===== src/rtl/fp_alu_pkg.sv =====
// fp_alu_pkg: shared single-precision word, field widths and result-FIFO entry type
package fp_alu_pkg;
    localparam int FP_WIDTH = 32;
    localparam int EXP_W    = 8;
    localparam int MAN_W    = 23;
    typedef logic [FP_WIDTH-1:0] fp_word_t;
    typedef struct packed {
        logic     exc;
        fp_word_t data;
    } fp_entry_t;
endpackage


===== src/rtl/fp_sat_counter.sv =====
// fp_sat_counter: saturating event counter with synchronous clear
//   clk, rst_n : clock, async active-low reset
//   clr        : clear to 0 (an increment in the same cycle yields 1)
//   inc        : count one event
//   count      : current value, sticks at all-ones
module fp_sat_counter #(
    parameter int W = 16
) (
    input  logic         clk,
    input  logic         rst_n,
    input  logic         clr,
    input  logic         inc,
    output logic [W-1:0] count
);
    logic [W-1:0] count_q, count_d;
    always_comb count_d = inc ? (clr ? W'(1) : (&count_q ? count_q : count_q + W'(1))) : (clr ? '0 : count_q);
    always_ff @(posedge clk or negedge rst_n)
        if (!rst_n) count_q <= '0;
        else        count_q <= count_d;
    assign count = count_q;
endmodule


===== src/rtl/fp_result_fifo.sv =====
// fp_result_fifo: show-ahead FIFO of FP results with exception flag tracking
//   upstream  : in_valid, in_ready, in_data, in_exc
//   consumer  : out_valid, out_ready, out_data, out_exc (zeroed while empty)
//   status    : level, exc_sticky, exc_clear
//   exc_count : saturating exception count, present only with FP_EXC_COUNT_EN
module fp_result_fifo
    import fp_alu_pkg::*;
#(
    parameter int DEPTH = 4,
    parameter int CNT_W = 16
) (
    input  logic                     clk,
    input  logic                     rst_n,
    input  logic                     in_valid,
    output logic                     in_ready,
    input  logic [FP_WIDTH-1:0]      in_data,
    input  logic                     in_exc,
    output logic                     out_valid,
    input  logic                     out_ready,
    output logic [FP_WIDTH-1:0]      out_data,
    output logic                     out_exc,
    output logic [$clog2(DEPTH):0]   level,
    output logic                     exc_sticky,
`ifdef FP_EXC_COUNT_EN
    output logic [CNT_W-1:0]         exc_count,
`endif
    input  logic                     exc_clear
);
    localparam int AW = $clog2(DEPTH);
    localparam logic [AW:0] FULL = DEPTH[AW:0];
    fp_entry_t mem_q [DEPTH];
    fp_entry_t head;
    logic [AW-1:0] wr_q, rd_q;
    logic [AW:0] level_q, level_d;
    logic in_ready_q, sticky_q, push, pop;
    assign push = in_valid & in_ready_q;
    assign pop = out_valid & out_ready;
    assign level_d = level_q + (AW+1)'(push) - (AW+1)'(pop);
    // ready is registered from next level so out_ready never reaches it combinationally
    always_ff @(posedge clk or negedge rst_n)
        if (!rst_n) begin
            wr_q       <= '0;
            rd_q       <= '0;
            level_q    <= '0;
            in_ready_q <= 1'b0;
            sticky_q   <= 1'b0;
        end else begin
            wr_q       <= push ? wr_q + AW'(1) : wr_q;
            rd_q       <= pop ? rd_q + AW'(1) : rd_q;
            level_q    <= level_d;
            in_ready_q <= level_d != FULL;
            sticky_q   <= (push & in_exc) | (sticky_q & ~exc_clear);
        end
    always_ff @(posedge clk)
        if (push) mem_q[wr_q] <= '{exc: in_exc, data: in_data};
    assign head = mem_q[rd_q];
    assign in_ready = in_ready_q;
    assign out_valid = level_q != '0;
    assign out_data = out_valid ? head.data : '0;
    assign out_exc = out_valid & head.exc;
    assign level = level_q;
    assign exc_sticky = sticky_q;
`ifdef FP_EXC_COUNT_EN
    fp_sat_counter #(.W(CNT_W)) u_cnt (
        .clk  (clk),
        .rst_n(rst_n),
        .clr  (exc_clear),
        .inc  (push & in_exc),
        .count(exc_count)
    );
`else
    logic unused_cnt_w;
    assign unused_cnt_w = ^CNT_W;
`endif
endmodule

===== config.mk =====
export PLATFORM = sky130hd
export DESIGN_NAME = fp_result_fifo
export DESIGN_NICKNAME = d
export VERILOG_FILES = /design/src/rtl/fp_alu_pkg.sv /design/src/rtl/fp_sat_counter.sv /design/src/rtl/fp_result_fifo.sv
export SDC_FILE = /design/constraint.sdc
export NUM_CORES = 1
export LEC_CHECK = 0
export BUFFER_PORTS_ARGS = -buffer_cell sky130_fd_sc_hd__buf_2
export CAP_MARGIN = 15
export CORE_MARGIN = 10
export CORE_UTILIZATION = 57
export CTS_CLUSTER_DIAMETER = 30
export DETAILED_ROUTE_END_ITERATION = 10
export HOLD_SLACK_MARGIN = 0.05
export PLACE_DENSITY = 0.79
export SLEW_MARGIN = 20
export SYNTH_ARGS = -nofsm -noshare
export SYNTH_HDL_FRONTEND = slang
export SYNTH_SLANG_ARGS = --single-unit

===== constraint.sdc =====
create_clock -name clk -period 3.2 [get_ports clk]
set_input_delay 0.32 -clock clk [delete_from_list [all_inputs] [get_ports clk]]
set_output_delay 0.32 -clock clk [all_outputs]
set_load 0.02 [all_outputs]

==> out/results.txt <==
The run finished with clean final reports. Overall die height: 118 um. The repair_antennas step left the layout with diodes totalling 0. The analysis attributes to cell leakage a power of 2.54 nW.

Summed over all instances, the cell type with the most area after synthesis is sky130_fd_sc_hd__edfxtp_1. The adder and majority gate portion of the synthesized area was 0.0172. Clock tree synthesis inserted a total of 17 buffers. The clock-pin slew on the worst setup and hold paths is 60 ps, and the worst-skew pair later-pin latency is 510 ps. The via count is 2759. By area, the combinational part of the netlist is dominated by multiplexers. For the core box area, the log shows 0.00933 mm^2. The layout has 562 filler cells. For this run, design rule violations remaining after detail routing come to 0. The signed area change from the synthesized netlist to the final layout works out to 26.4%. The worst-margin pin slew was 889 ps. Once the clock tree was built, the resizer swapped 0 gates to a different size. Setup repair after global routing left no endpoint under its margin. The global router's overall resource usage was 0.159; the number of buffers on the longest clock path was 2.

The cell count after placement was 444; the half-perimeter wire length after placement was 5.88 mm. The number of synthesis warnings was 0. For the worst flop-to-flop path, the logic depth is 8.

STA puts the critical path data required time at 2880 ps. Port buffering added 76 buffers. For the cell area after placement, the log shows 0.00598 mm^2. Wires add up to 10.5 mm. Post-synthesis mux area share: 0.140. For the initial DRC count, the log shows 180.

The finished layout holds 511 standard cells, fillers aside. The worst register-to-register path has a setup slack of 790 ps. The area of combinational cells with multiple inputs was 0.00120 mm^2; the count of different cell masters after synthesis was 22.

The class of the tightest hold or removal check is in -> reg. For the number of max-slew violations in the final report, the log shows 0. Power density over the cells: 994 mW/mm^2. Setup violations remaining at the end of the flow were counted as 0. The area share of and/or/nand/nor cells after synthesis is 0.0458. The tools report the detailed-routing iteration count for the pre-antenna-repair pass as 4. The logs give 786 ps for the pre-CTS worst setup slack and 0.760 for the part of the Yosys area used for sequential elements. Kind of critical path: reg -> out. TritonCTS built the clock tree. For hold timing, the worst endpoint is rd_q[0]. The maximum net fanout on the critical path was 34.

The worst setup path is captured at a primary output. The run gives 0.407 as the relative max-transition margin. Max-cap violations in this run came to 0.

The complex-gate fraction of the synthesized area is 0.00386. The post-CTS setup buffer count came out at 0. When the netlist entered floorplanning its net count stood at 294. The logs give 0 for the number of antenna-violating nets in the routed design and 631 ps for the post-route worst setup slack.

After synthesis the cells add up to 0.00551 mm^2. Proportion of netlist area held by the largest area contributor: 0.719. The worst hold path was traced through 3 stages. The worst register-to-register path ends at in_ready. In this run, synthesis produced a sequential element count of 141. The first global-routing pass estimated 17.1 mm of wire. Kind of launch point of the worst setup path: a flop. After detailed routing, the average wire length per cell comes to 20.5 um.

The post-layout minimum cycle time is 2570 ps. The worst register-to-register path begins at level[1]. The parity-gate share of the synthesized area counting xor and xnor cells is 0.00908.

The tools report the hold path startpoint as out_ready. At the end of routability-driven placement, the weighted congestion stood at 0.740. The tools report the number of global-route vias before repair as 3062. The logs give 35 for the pin count of the biggest net entering global routing and 0 for the number of antenna violations at the first check in global routing.

The boundary pin count was 77. For the initial core utilization, the log shows 0.591. Ranked by total cell area, the synthesized netlist is headed by sky130_fd_sc_hd__edfxtp_1 (72%), sky130_fd_sc_hd__mux4_2 (11%), sky130_fd_sc_hd__dfrtp_1 (4.1%). The portion of the clock cycle consumed by the worst path in the final layout was 0.803. The ratio of cells with drive above 1 in the final layout is 0.374, and the synthesized area divided by synthesized cell count is 22.1 um^2. Global routing finished with a remaining overflow of 0.

Derived from the worst setup path, the maximum achievable clock frequency is 0.389 GHz. Counting every instance in the synthesized netlist gives 249. The die width is 118 um, and the number of placement rows is 35. Clock tree synthesis found a total of 141 sinks. The ratio of routed vias to standard cells was 5.40; the final-report hold violation count was 0. IR analysis of the VDD net gives a maximum drop of 0.778 mV. Registers take 0.00419 mm^2.

For this run, the post-layout net count is 414. In this run the worst setup path begins at rd_q[1]. The logs give 0.00697 mm^2 for the final standard cell area without fillers and 5.51 ps for the clock skew.

Data on the critical path arrives at its endpoint at 2250 ps. The H-tree depth was 4; the die area was 0.0140 mm^2. The tools report the final setup TNS as 0 ps. In this run the clock root is driven by a sky130_fd_sc_hd__clkbuf_8.
-- synthesized netlist by cell type, drive strengths merged --
cell type / number
ha: 6
nand2: 1
xnor2: 3
o21ai: 1
clkbuf: 4
o311ai: 1
mux2: 1
xor3: 1
o31ai: 1
or3: 2
and2: 33
mux4: 33
edfxtp: 132
dfrtp: 9
buf: 7
fa: 1
nand3: 1
inv: 8
and3: 4
-- critical path: stages, from the launching register on --
cell	delay (ps)
sky130_fd_sc_hd__dfrtp_2	940
sky130_fd_sc_hd__mux4_2	440
sky130_fd_sc_hd__and2_1	190
sky130_fd_sc_hd__buf_2	160
-- cell type report --
cell class                      instances  area share
Sequential cell                       141       0.602
Tap cell                              129      0.0232
Inverter                                8     0.00431
Clock buffer                           18      0.0600
Multi-Input combinational cell         89       0.172
Timing Repair Buffer                  112       0.108
Clock inverter                         14      0.0312
-- cell usage in the layout, fill, tap and decap left out, types with 2 or more instances in the layout --
master / count
sky130_fd_sc_hd__and2_1: 33
sky130_fd_sc_hd__and3_2: 4
sky130_fd_sc_hd__buf_2: 76
sky130_fd_sc_hd__bufinv_16: 5
sky130_fd_sc_hd__clkbuf_16: 16
sky130_fd_sc_hd__clkinv_4: 4
sky130_fd_sc_hd__clkinvlp_4: 2
sky130_fd_sc_hd__dfrtp_1: 7
sky130_fd_sc_hd__dfrtp_2: 2
sky130_fd_sc_hd__dlygate4sd3_1: 35
sky130_fd_sc_hd__edfxtp_1: 132
sky130_fd_sc_hd__ha_1: 6
sky130_fd_sc_hd__inv_1: 8
sky130_fd_sc_hd__mux4_1: 5
sky130_fd_sc_hd__mux4_2: 28
sky130_fd_sc_hd__xnor2_1: 3
-- flip-flops by register name, indices dropped and copies added, names as in the netlist --
signal,flops
wr_q,2
level,3
in_ready,1
exc_sticky,1
mem_q,132
rd_q,2
-- through the flow --
stage                     power [mW]   util  hold WS [ps]
after global placement          4.84  0.641           177
after floorplan                 4.25      -          24.4
after CTS                       7.00  0.747          96.2
after global routing            7.29  0.747           107
after detailed placement        4.89  0.641           186
final                           6.92  0.747           122
-- layer usage --
layer / global-route usage / part of all wire / wire length [um]
met1: 0.190 / 0.41 / 4330
met3: 0.0676 / 0.061 / 636
met5: 0 / 0 / 0
met4: 0.0440 / 0.0071 / 75
met2: 0.260 / 0.52 / 5440
-- how the worst max path moves through the flow --
stage,end,slack (ps)
after floorplan,in_ready,850
after global placement,in_ready,880
after detailed placement,in_ready,790
after CTS,out_data[22],520
after global routing,out_data[31],520
final,out_data[13],630
-- where the power goes --
part	leakage [nW]	internal, mW	total (mW)	switching [mW]
registers	1.31	2.43	2.66	0.227
clock network	0.303	1.35	2.07	0.722
logic	0.922	0.992	2.20	1.21
total	2.54	4.77	6.92	2.16
-- logic make-up after synthesis --
group                    after synthesis
AND/OR/NAND/NOR                       41
multiplexers                          34
flip-flops                           141
adder cells (fa/ha/maj)                7
buffers and inverters                 19
AO/OA/AOI/OAI                          3
XOR/XNOR                               4
-- what timing repair did --
action                     in CTS  in global routing
hold endpoints to repair      142                  0
hold buffers                   35                  0
setup endpoints to repair       0                  0
No activity file was read; power rests on OpenSTA's default activity.
